File: config.mk
export PLATFORM = sky130hd
export DESIGN_NAME = conv_mac_engine
export DESIGN_NICKNAME = d
export VERILOG_FILES = /design/src/rtl/conv_mac_engine.sv
export SDC_FILE = /design/constraint.sdc
export NUM_CORES = 1
export LEC_CHECK = 0
export CAP_MARGIN = 10
export CORE_MARGIN = 2
export CORE_UTILIZATION = 42
export CTS_CLUSTER_DIAMETER = 50
export DETAILED_ROUTE_END_ITERATION = 16
export GPL_ROUTABILITY_DRIVEN = 1
export PLACE_DENSITY_LB_ADDON = 0.25
export SLEW_MARGIN = 20
export SYNTH_ARGS = -nofsm -noshare
export SYNTH_HDL_FRONTEND = slang
export SYNTH_SLANG_ARGS = --single-unit
export TNS_END_PERCENT = 30
File: constraint.sdc
create_clock -name clk -period 20.1 [get_ports clk]
set_clock_uncertainty 0.2 [all_clocks]
set_input_delay 2.01 -clock clk [delete_from_list [all_inputs] [get_ports clk]]
set_output_delay 2.01 -clock clk [all_outputs]
set_load 0.02 [all_outputs]
File: src/rtl/conv_mac_engine.sv
// -----------------------------------------------------------------------------
// conv_mac_engine
//   Sequential single-MAC 3x3 convolution over a 4x4 unsigned input map,
//   producing the 2x2 "valid" output map. It performs one multiply-accumulate
//   per cycle, so one convolution takes 36 cycles (4 outputs x 9 taps).
//   This block is the responder side of the controller's weight_load /
//   start / done handshake.
//
// Ports
//   clk                       in   rising-edge clock
//   rst                       in   asynchronous reset, active-high
//   weight_load               in   1-cycle pulse: latch w_11..w_33 (IDLE only)
//   start                     in   1-cycle pulse: latch in_11..in_44 and run
//   w_11..w_33                in   kernel, w_rc = row r, col c (DW each)
//   in_11..in_44              in   input map, in_rc = row r, col c (DW each)
//   conv_out_11..conv_out_22  out  saturated results; out_rc is the window
//                                  whose top-left pixel is in_rc
//   busy                      out  high while a convolution is in progress
//   done                      out  1-cycle completion pulse
// -----------------------------------------------------------------------------
module conv_mac_engine #(
  parameter int DW    = 8,
  parameter int ACC_W = 20   // must be >= 2*DW+4 to hold nine full-scale products
) (
  input  logic          clk,
  input  logic          rst,
  input  logic          weight_load,
  input  logic          start,
  input  logic [DW-1:0] w_11, w_12, w_13,
  input  logic [DW-1:0] w_21, w_22, w_23,
  input  logic [DW-1:0] w_31, w_32, w_33,
  input  logic [DW-1:0] in_11, in_12, in_13, in_14,
  input  logic [DW-1:0] in_21, in_22, in_23, in_24,
  input  logic [DW-1:0] in_31, in_32, in_33, in_34,
  input  logic [DW-1:0] in_41, in_42, in_43, in_44,
  output logic [DW-1:0] conv_out_11,
  output logic [DW-1:0] conv_out_12,
  output logic [DW-1:0] conv_out_21,
  output logic [DW-1:0] conv_out_22,
  output logic          busy,
  output logic          done
);

  typedef enum logic {IDLE, RUN} state_t;

  localparam logic [ACC_W-1:0] SAT_MAX = ACC_W'((1 << DW) - 1);

  // Port bundles in row-major order, so they can be latched as whole arrays.
  logic [DW-1:0] w_port  [9];
  logic [DW-1:0] in_port [16];

  assign w_port  = '{w_11, w_12, w_13, w_21, w_22, w_23, w_31, w_32, w_33};
  assign in_port = '{in_11, in_12, in_13, in_14, in_21, in_22, in_23, in_24,
                     in_31, in_32, in_33, in_34, in_41, in_42, in_43, in_44};

  state_t          state_q, state_d;
  logic [DW-1:0]   w_q       [9];
  logic [DW-1:0]   w_d       [9];
  logic [DW-1:0]   in_q      [16];
  logic [DW-1:0]   in_d      [16];
  logic [DW-1:0]   conv_q    [4];
  logic [DW-1:0]   conv_d    [4];
  logic [ACC_W-1:0] acc_q, acc_d;
  logic [3:0]      tap_q, tap_d;
  logic [1:0]      out_idx_q, out_idx_d;
  logic            busy_q, busy_d;
  logic            done_q, done_d;

  // ---------------------------------------------------------------------------
  // MAC datapath: select the pixel/weight pair for the current tap.
  // ---------------------------------------------------------------------------
  logic [1:0]        kr, kc;
  logic [1:0]        row, col;
  logic [DW-1:0]     pix, wt;
  logic [2*DW-1:0]   prod;
  logic [ACC_W-1:0]  sum;
  logic [DW-1:0]     sat_val;
  logic              last_tap, last_out;

  // NOTE: every signal written in a combinational block gets a default first;
  // a path that leaves one unassigned would infer a latch.
  always_comb begin
    kr = 2'd0;
    kc = 2'd0;
    case (tap_q)
      4'd0: begin kr = 2'd0; kc = 2'd0; end
      4'd1: begin kr = 2'd0; kc = 2'd1; end
      4'd2: begin kr = 2'd0; kc = 2'd2; end
      4'd3: begin kr = 2'd1; kc = 2'd0; end
      4'd4: begin kr = 2'd1; kc = 2'd1; end
      4'd5: begin kr = 2'd1; kc = 2'd2; end
      4'd6: begin kr = 2'd2; kc = 2'd0; end
      4'd7: begin kr = 2'd2; kc = 2'd1; end
      4'd8: begin kr = 2'd2; kc = 2'd2; end
      default: ;
    endcase
  end

  // Window origin is (out_idx[1], out_idx[0]); rows/cols never exceed 3.
  assign row      = {1'b0, out_idx_q[1]} + kr;
  assign col      = {1'b0, out_idx_q[0]} + kc;
  assign pix      = in_q[{row, col}];
  assign wt       = w_q[tap_q];
  assign prod     = pix * wt;
  assign sum      = acc_q + ACC_W'(prod);
  assign sat_val  = (sum > SAT_MAX) ? {DW{1'b1}} : sum[DW-1:0];
  assign last_tap = (tap_q == 4'd8);
  assign last_out = (out_idx_q == 2'd3);

  // ---------------------------------------------------------------------------
  // FSM: next-state logic
  // ---------------------------------------------------------------------------
  always_comb begin
    state_d = state_q;
    case (state_q)
      IDLE:    if (start) state_d = RUN;
      RUN:     if (last_tap && last_out) state_d = IDLE;
      default: state_d = IDLE;
    endcase
  end

  // ---------------------------------------------------------------------------
  // Datapath next values
  // ---------------------------------------------------------------------------
  always_comb begin
    w_d       = w_q;
    in_d      = in_q;
    conv_d    = conv_q;
    acc_d     = acc_q;
    tap_d     = tap_q;
    out_idx_d = out_idx_q;
    busy_d    = busy_q;
    done_d    = 1'b0;   // done is a single-cycle pulse

    if (state_q == IDLE) begin
      // Load and start in the same cycle are both honoured; the run then
      // reads the freshly loaded weights from w_q on the following edges.
      if (weight_load) w_d = w_port;
      if (start) begin
        in_d      = in_port;
        acc_d     = '0;
        tap_d     = 4'd0;
        out_idx_d = 2'd0;
        busy_d    = 1'b1;
      end
    end else begin
      // weight_load/start are deliberately ignored here: operands are frozen.
      acc_d = sum;
      tap_d = tap_q + 4'd1;
      if (last_tap) begin
        conv_d[out_idx_q] = sat_val;
        acc_d             = '0;
        tap_d             = 4'd0;
        out_idx_d         = out_idx_q + 2'd1;
        if (last_out) begin
          done_d = 1'b1;
          busy_d = 1'b0;
        end
      end
    end
  end

  // ---------------------------------------------------------------------------
  // FSM: state register
  // ---------------------------------------------------------------------------
  // NOTE: sequential state is updated with non-blocking assignments only, so
  // every flop samples the pre-edge values regardless of statement order.
  always_ff @(posedge clk or posedge rst) begin
    if (rst) state_q <= IDLE;
    else     state_q <= state_d;
  end

  // Datapath registers. The weight/input/result arrays are reset too: a start
  // without a prior weight_load must compute with all-zero weights, and the
  // outputs must read zero after reset.
  // NOTE: resetting register arrays is intentional here; it is a functional
  // requirement of the block, not a default habit for storage.
  always_ff @(posedge clk or posedge rst) begin
    if (rst) begin
      for (int i = 0; i < 9; i++)  w_q[i]    <= '0;
      for (int i = 0; i < 16; i++) in_q[i]   <= '0;
      for (int i = 0; i < 4; i++)  conv_q[i] <= '0;
      acc_q     <= '0;
      tap_q     <= '0;
      out_idx_q <= '0;
      busy_q    <= 1'b0;
      done_q    <= 1'b0;
    end else begin
      w_q       <= w_d;
      in_q      <= in_d;
      conv_q    <= conv_d;
      acc_q     <= acc_d;
      tap_q     <= tap_d;
      out_idx_q <= out_idx_d;
      busy_q    <= busy_d;
      done_q    <= done_d;
    end
  end

  // ---------------------------------------------------------------------------
  // FSM: outputs (all registered, so glitch-free at the controller)
  // ---------------------------------------------------------------------------
  always_comb begin
    busy        = busy_q;
    done        = done_q;
    conv_out_11 = conv_q[0];
    conv_out_12 = conv_q[1];
    conv_out_21 = conv_q[2];
    conv_out_22 = conv_q[3];
  end

endmodule
==> results.md, run 1 <==
- Status: finished, final reports clean
- Number of cell rows: 68
- Largest net degree at the start of global routing: 124
- GPL Wtd Cong: 0.866
- Via count: 9957
- Seq cells post-synth: 261
- Final wirelength: 36300 µm
- Hold path cells: 2
- Max Freq: 0.109 GHz
- Netlist cell types: 61
- Congestion Overflow GR: 0
- Final std cells w/o fill: 1902
- Fraction of layout cells with a size suffix above 1: 0.235
- Mapped Nets: 1494
- Synth Area in Adders: 0.113
- Worst Path Buf+Inv: 4
- Synth Instances: 1189
- CP max FO: 32
- Final Critical Period: 9.15 ns
- Initial antenna violation count: 4
- Cell with the most instances after synthesis: dfrtp_1
- Critical path's top delay family: adder cells
- DP Wirelength: 26500 µm
- Critical Path AT: 9.30 ns
- IO Count: 238
- Register area share after synthesis: 0.449
- Worst R2R Path Depth: 24
- CP startpoint kind: flip-flop
- # Max-Cap Violations: 0
- Top_reg_cell synth: dfrtp_1
- Via/cell ratio: 5.24
- Starting DRC count in detailed routing: 476
- Crit. End Element: flip-flop
- Area grow syn2layout: 27.6%
- Yosys warnings: 0
- Initial core utilization: 0.424
- WP depth: 24
- DRT antenna net count: 0
- Post-synth EDFFs: 0
- Total CTS buffers: 36
- Die area: 0.0361 mm²
- Fin crit share: 0.455
- Avg Inst Size Synth: 12.2 µm²
- Simple-Gate Fraction of Synth Area: 0.0760
- Final cell area excluding filler cells: 0.0185 mm²
- Multiplexer share of the synthesized area: 0.238
- # H-tree levels: 2
- First-pass GRT wire length: 57800 µm
- CP max stage delay: 1.06 ns
- Placed cell count: 1833
- Yosys top cell by area: dfrtp_1
- Synth Area in Compound Gates: 0.0723
- Critical-path top delay cell: dfrtp_1
- DRC viols: 0
- Combinational family with the most area after synthesis: multiplexers
- Xor/xnor cell area share of the yosys netlist: 0.00473
- Fill count: 2932
- CTS max path bufs: 3
- Setup TNS: 0 ns
- Cell Area, Synth: 0.0145 mm²
- RSZ-0062 raised after global routing: no
- Setup CP Type: flip-flop to flip-flop
- Final Slew Violations: 0
- Worst-Margin Slew: 1.12 ns
- Setup-failing EPs final: 0
- Slew HR: 0.248
- Async S/R FF share, synth: 1.00
- CTS-repair resized insts: 0
- Worst-path cell chain: inv_1, ha_1, nor2_1, a211oi_1, ha_1, xnor2_4, buf_4, mux4_2, a22oi_1, nand2_1, and2_1, fa_1, fa_1, fa_1, inv_1, fa_1, inv_1, ha_1, a21oi_1, o22ai_1, or4_4, a221oi_2, and4b_2, a41oi_1
- Die H: 190 µm
- Hold-fix buffers, CTS: 0
- Placed inst area: 0.0173 mm²
- Reg clk slew, reported paths: 0.06 ns
- Vias in the first global route: 10400
- Top cells by count, synth: dfrtp_1 (261), mux2_2 (201), inv_1 (109)
- Synth top area cells: dfrtp_1 (45%), mux2_2 (16%), mux4_2 (7.4%), fa_1 (6.9%), ha_1 (4.4%)
- Post-synth top area share: 0.449
- CTS tree: done
- Final Hold Fails: 0
- Die width: 190 µm
- 1st-pass router iterations: 5
- WP data required: 20.25 ns
- Clock sinks: 261
- Wire length per cell: 19.1 µm
- GR Util All Layers: 0.205
- Worst-Skew Late Latency: 0.53 ns
- Most used cell, CP: fa_1
- Port-buffer cells: 237
- Clock root buffer: clkbuf_16
- CORE AREA: 0.0343 mm²
- Post-CTS Repair Setup Buffers: 0
- Final nets: 1722
- Worst hold path class: flip-flop to flip-flop
[cell families (layout without fill, tap and decap cells)]
kind of cell	after synthesis	count (layout)
flip-flops	261	261
other	0	3
AND/OR/NAND/NOR	238	238
buffers and inverters	168	423
AO/OA/AOI/OAI	154	154
multiplexers	260	260
XOR/XNOR	7	7
adder cells (fa/ha/maj)	101	101
[per-stage QoR]
step                      setup slack [ns]  hold WS [ns]   util
after global placement               10.70         0.270  0.505
after detailed placement             10.60         0.288  0.505
after global routing                 10.38         0.312  0.541
after CTS                            10.58         0.298  0.540
final                                10.95         0.292  0.541
after floorplan                      10.71         0.253      -
[metal layers]
metal,vias up,global-route usage,wire length (µm)
met5,-,0,13
met4,2,0.0620,884
met3,59,0.0384,2020
met2,256,0.330,17000
met1,5030,0.283,16400
li1,4610,-,-
[placed cells by master, fill, tap and decap left out, drive strengths merged, types with 6 or more instances in the layout]
| cell | count |
|---|---|
| nand2 | 84 |
| ha | 51 |
| o21ai | 40 |
| mux2 | 201 |
| and2 | 34 |
| nand3 | 7 |
| clkdlybuf4s50 | 237 |
| fa | 50 |
| a211oi | 6 |
| mux2i | 11 |
| a22oi | 17 |
| a31oi | 32 |
| a21o | 8 |
| a21oi | 16 |
| xnor2 | 6 |
| nor2 | 79 |
| inv | 112 |
| clkinv | 12 |
| clkbuf | 45 |
| buf | 12 |
| mux4 | 48 |
| dfrtp | 261 |
| nand2b | 10 |
[worst paths after layout]
path	slack, ns	to	from
max	10.95	conv_out_11[4]	tap_q[1]
max in group asynchronous	15.63	in_q[52]	rst
min in group asynchronous	1.81	conv_out_12[2]	rst
max reg2reg	10.95	conv_out_11[4]	tap_q[1]
min	0.29	acc_q[15]	acc_q[15]
min reg2reg	0.29	acc_q[15]	acc_q[15]
[worst reg2reg max path, delay by kind of cell (launching register included)]
family / cells / cell delay [ns]
muxes: 1 / 0.67
xor gates and xnor gates: 1 / 0.16
buffers and inverters: 4 / 0.83
and+or+nand+nor: 5 / 1.69
DFF: 1 / 1.06
AOI/OAI and AO/OA: 6 / 1.30
adders and majority gates: 7 / 3.07
[cell type report]
type	instances	area [µm²]	share of cell area
Sequential cell	261	6530	0.352
Inverter	109	417	0.0225
Timing Repair Buffer	249	2470	0.133
Antenna cell	3	7.51	0.000405
Clock buffer	45	965	0.0520
Tap cell	455	569	0.0307
Clock inverter	20	235	0.0127
Multi-Input combinational cell	760	7350	0.396
[sequential cells by signal (all words and copies together), names as in the netlist]
signal       cells
acc_q           20
busy             1
conv_out_11      8
conv_out_12      8
conv_out_21      8
conv_out_22      8
done             1
in_q           128
out_idx_q        2
state_q          1
tap_q            4
w_q             72
Power of run 1 is not shown: default switching activity piles up to over one toggle a cycle in this logic, so the estimate is an artifact.
==> run 2: changes to the inputs <==
clock period = 9.14 ns   (was 20.1 ns; I/O delays follow)
==> run 2 against run 1 <==
Non-clock buffer count rose by 4. Critical path depth grew 1. Hold slack improved by 0.00089 ns.
==> results.md, run 2 (same netlist as run 1, synthesis figures left out) <==
- Placed cell count: 1836 (+0.16%)
- Area grow syn2layout: 28.3%
- Final wirelength: 37000 µm (+2.0%)
- Max Freq: 0.122 GHz (+12%)
- CTS tree: done
- Setup-failing EPs final: 0 (unchanged)
- # H-tree levels: 2 (unchanged)
- Port-buffer cells: 237 (unchanged)
- Slew HR: 0.215 (-0.0326)
- Area occupied by multi-input gates: 0.00734 mm² (about the same)
- Worst-Skew Late Latency: 0.52 ns (about the same)
- Most frequent cells in the layout: dfrtp_1 (261), clkdlybuf4s50_1 (237), mux2_2 (201)
- Reg area: 0.00653 mm² (unchanged)
- Largest registers: in_q (128), w_q (72), acc_q (20)
- DRT antenna net count: 0 (unchanged)
- Number of flip-flops in the largest register: 128 (unchanged)
- CP max FO: 32 (unchanged)
- Final Critical Period: 8.20 ns (-0.956 ns)
- Clock sinks: 261 (unchanged)
- Die area: 0.0361 mm² (unchanged)
- Post-CTS Repair Setup Buffers: 0 (unchanged)
- Fill count: 2928 (-0.14%)
- GR Util All Layers: 0.211 (+0.00561)
- Hold-fix buffers, CTS: 0 (unchanged)
- Fin crit share: 0.897 (+0.442)
- RSZ-0062 raised after global routing: no
- Final Slew Violations: 0 (unchanged)
- Vias in the first global route: 10500 (+1.3%)
- Final worst slack: 0.941 ns (-10.00 ns)
- GPL Wtd Cong: 0.889 (+2.7%)
- Commonest non-fill, non-tap cell in the layout: dfrtp_1
- IO Count: 238 (unchanged)
- Via/cell ratio: 5.26 (+0.57%)
- # Max-Cap Violations: 0 (unchanged)
- Final nets: 1726 (+0.23%)
- Final std cells w/o fill: 1908 (+0.32%)
- CTS max path bufs: 3 (unchanged)
- Starting DRC count in detailed routing: 581 (+22%)
- Die H: 190 µm (unchanged)
- Total CTS buffers: 36 (unchanged)
- Wire length per cell: 19.4 µm (+1.7%)
- Setup TNS: 0 ns (unchanged)
- CP startpoint kind: flip-flop
- CTS-repair resized insts: 0 (unchanged)
- Status: finished, final reports clean
- Final Hold Fails: 0 (unchanged)
- WP data required: 9.29 ns (-10.96 ns)
- DP Wirelength: 27000 µm (+2.1%)
- DRC viols: 0 (unchanged)
- 1st-pass router iterations: 5 (unchanged)
- Die width: 190 µm (unchanged)
- First-pass GRT wire length: 59300 µm (+2.5%)
- Clock root buffer: clkbuf_16
- Setup CP Type: flip-flop to flip-flop
- Number of cell rows: 68 (unchanged)
- CORE AREA: 0.0343 mm² (unchanged)
- Via count: 10000 (+0.88%)
- Crit. End Element: flip-flop
- Initial antenna violation count: 7 (+3)
- Worst hold path class: flip-flop to flip-flop
- Pre-CTS setup slack: 0.552 ns (-10.05 ns)
- Largest net degree at the start of global routing: 140 (+13%)
- Worst-Margin Slew: 1.17 ns (+0.0488 ns)
- Top reg by flops: in_q
- Initial core utilization: 0.424 (unchanged)
- Reg clk slew, reported paths: 0.06 ns (about the same)
- Congestion Overflow GR: 0 (unchanged)
- Critical Path AT: 8.35 ns (-0.95 ns)
- Fraction of layout cells with a size suffix above 1: 0.238 (+0.00211)
==> run 2: cell count changes in the layout (fill, tap and decap cells not counted), sizes merged <==
cell | previous run | this run
clkbuf | 45 | 52
clkinv | 12 | 5
buf | 12 | 16
diode | 3 | 5
bufinv | 3 | 2
clkinvlp | 2 | 3
==> run 2: cell type report <==
type,count,share of cell area
well taps,455,0.0305
diodes,5,0.000671
multi-input cells,760,0.394
flip-flops and latches,261,0.350
clock inverters,13,0.00812
clock buffers,52,0.0580
repair buffers,253,0.136
inverters,109,0.0223
==> run 2: final timing paths <==
path                             endpoint  cells past startpoint      start  slack, ns
max in group asynchronous         w_q[32]                      3        rst       6.86
min in group asynchronous  conv_out_22[2]                      2        rst       0.58
setup reg to reg           conv_out_11[4]                     25   tap_q[0]       0.94
hold / removal                  acc_q[16]                      2  acc_q[16]       0.29
setup / recovery           conv_out_11[4]                     25   tap_q[0]       0.94
hold reg to reg                 acc_q[16]                      2  acc_q[16]       0.29
==> run 2: per-layer routing <==
metal  wire length, µm  global-route usage  part of all wire
met1             16200               0.282              0.44
met2             17700               0.339              0.48
met3              2070              0.0469             0.056
met4              1010              0.0730             0.027
met5                24                   0           0.00065
==> run 2: worst max-delay path, cell delays in order (launching register included) <==
cell,delay [ns]
dfrtp_1,0.39
inv_1,0.08
ha_1,0.23
nor2_1,0.11
a211oi_1,0.08
ha_1,0.27
xnor2_4,0.54
buf_4,0.39
mux4_2,0.55
a22oi_1,0.21
nand2_1,0.19
and2_1,0.23
fa_1,0.48
fa_1,0.52
fa_1,0.55
inv_1,0.06
fa_1,0.52
inv_1,0.04
ha_1,0.38
a21oi_1,0.39
o22ai_1,0.19
or4_4,0.45
a221oi_2,0.26
and4b_1,0.21
buf_4,0.32
a41oi_1,0.16
==> run 2: stage by stage <==
stage           util  hold slack, ns  area (µm²)
3_5_place_dp   0.506           0.287       17400
4_1_cts        0.542           0.297       18600
2_1_floorplan      -           0.253       14500
3_3_place_gp   0.506           0.272       17400
5_1_grt        0.544           0.312       18700
6_report       0.544           0.293       18700
Power of run 2 is left out for the same reason.
==> run 3: changes to the inputs <==
CORE_UTILIZATION = 25   (was 42)
==> run 3 against run 2 <==
Count of clock-buffer cells in the layout grew 2. Critical path depth up 2. First-iteration DRC count fell by 3.8%. Critical path type unchanged.
==> results.md, run 3 (same netlist as run 1, synthesis figures left out) <==
- Final Critical Period: 8.38 ns (+0.177 ns)
- IO Count: 238 (unchanged)
- Final std cells w/o fill: 2225 (+17%)
- Congestion Overflow GR: 0 (unchanged)
- Clock sinks: 261 (unchanged)
- RSZ-0062 raised after global routing: no
- CTS max path bufs: 3 (unchanged)
- Critical path's top delay family: adder cells
- Total CTS buffers: 43 (+19%)
- Reg clk slew, reported paths: 0.06 ns (about the same)
- Most used cell, CP: fa_1
- Clock root buffer: clkbuf_16
- Status: finished, final reports clean
- CP startpoint kind: flip-flop
- Wire length per cell: 18.9 µm (-2.8%)
- Post-CTS Repair Setup Buffers: 0 (unchanged)
- Via count: 10200 (+1.3%)
- GPL Wtd Cong: 0.889 (about the same)
- Fin crit share: 0.916 (+0.0194)
- Critical-path top delay cell: fa_1
- Slew HR: 0.270 (+0.0544)
- Most frequent cells in the layout: dfrtp_1 (261), clkdlybuf4s50_1 (237), mux2_2 (201)
- Area grow syn2layout: 33.5%
- Via/cell ratio: 4.58 (-13%)
- Starting DRC count in detailed routing: 559 (-3.8%)
- Die area: 0.0601 mm² (+66%)
- Final wirelength: 42000 µm (+13%)
- Reg area: 0.00653 mm² (unchanged)
- GR Util All Layers: 0.141 (-0.0692)
- Worst Path Buf+Inv: 6 (+1)
- Met1 global-route usage: 0.191 (-0.0911)
- GRT busiest layer: met2
- Initial antenna violation count: 3 (-4)
- Critical Path AT: 8.60 ns (+0.25 ns)
- CP max FO: 32 (unchanged)
- Diodes inserted: 0 (-5)
- Area occupied by multi-input gates: 0.00734 mm² (unchanged)
- Initial core utilization: 0.252 (-0.172)
- Number of cell rows: 88 (+29%)
- First-pass GRT wire length: 65100 µm (+9.9%)
- WP data required: 9.37 ns (+0.08 ns)
- Placed cell count: 2147 (+17%)
- Worst-Skew Late Latency: 0.58 ns (+0.06 ns)
- DP Wirelength: 30600 µm (+13%)
- Max Freq: 0.119 GHz (-2.1%)
- DRT antenna net count: 0 (unchanged)
- Die H: 245 µm (+29%)
- CORE AREA: 0.0576 mm² (+68%)
- Setup TNS: 0 ns (unchanged)
- Final Hold Fails: 0 (unchanged)
- Die width: 245 µm (+29%)
- Met3 Usage GRT: 0.0339 (-0.0130)
- Setup CP Type: flip-flop to flip-flop
- Largest registers: in_q (128), w_q (72), acc_q (20)
- Setup-failing EPs final: 0 (unchanged)
- Worst hold path class: flip-flop to flip-flop
- CTS tree: done
- Fraction of layout cells with a size suffix above 1: 0.245 (+0.00695)
- Top reg by flops: in_q
- Largest net degree at the start of global routing: 141 (+0.71%)
- Fill count: 5732 (+96%)
- Hold-fix buffers, CTS: 0 (unchanged)
- Final Slew Violations: 0 (unchanged)
- Crit. End Element: flip-flop
- DRC viols: 0 (unchanged)
- Placed inst area: 0.0178 mm² (+2.4%)
- # H-tree levels: 2 (unchanged)
- Port-buffer cells: 237 (unchanged)
- M2 GR Usage: 0.226 (-0.113)
- Number of flip-flops in the largest register: 128 (unchanged)
- CP max stage delay: 0.55 ns (about the same)
- Worst-Margin Slew: 1.09 ns (-0.0796 ns)
- Vias in the first global route: 10800 (+2.1%)
- # Max-Cap Violations: 0 (unchanged)
- Final cell area excluding filler cells: 0.0194 mm² (+4.0%)
- Final nets: 1732 (+0.35%)
- Commonest non-fill, non-tap cell in the layout: dfrtp_1
- 1st-pass router iterations: 5 (unchanged)
- CTS-repair resized insts: 0 (unchanged)
[run 3: cell types whose count changed in the layout (fill, tap and decap cells not counted), sizes merged]
cell	previous run	this run
buf	16	15
bufinv	2	10
clkbuf	52	54
clkinv	5	6
clkinvlp	3	2
diode	5	0
inv	112	115
[run 3: metal layers]
layer	part of all wire	routed length [µm]
met2	0.47	19700
met1	0.45	18800
met5	0.0011	46
met3	0.061	2580
met4	0.020	857
[run 3: per-stage QoR]
stage	hold slack [ns]	setup WS, ns	utilization
after floorplan	0.253	0.842	-
after global placement	0.275	0.893	0.309
after detailed placement	0.279	0.834	0.309
after CTS	0.295	0.812	0.337
after global routing	0.315	0.292	0.337
final	0.294	0.764	0.337
[run 3: area by class of cell]
type	instances	area share
Multi-Input combinational cell	760	0.379
Sequential cell	261	0.337
Timing Repair Buffer	252	0.130
Clock buffer	54	0.0612
Tap cell	765	0.0493
Clock inverter	24	0.0228
Inverter	109	0.0215
[run 3: worst paths after layout]
check	slack (ns)	depth (start not counted)	to	start
worst max register to register	0.76	27	conv_out_11[4]	tap_q[1]
worst min register to register	0.29	2	acc_q[10]	acc_q[10]
worst max-delay path	0.76	27	conv_out_11[4]	tap_q[1]
worst min-delay path	0.29	2	acc_q[10]	acc_q[10]
max in group asynchronous	6.69	3	w_q[33]	rst
min in group asynchronous	0.67	2	done	rst
[run 3: worst reg2reg max path: cells and delay by family, from the launching register on]
kind                       cells  cell delay (ns)
adders and majority gates      7             2.98
xor gates and xnor gates       1             0.20
muxes                          1             0.56
buffers and inverters          6             1.06
AOI/OAI and AO/OA              6             1.54
and+or+nand+nor                6             1.33
DFF                            1             0.37
Power of run 3 is left out for the same reason.
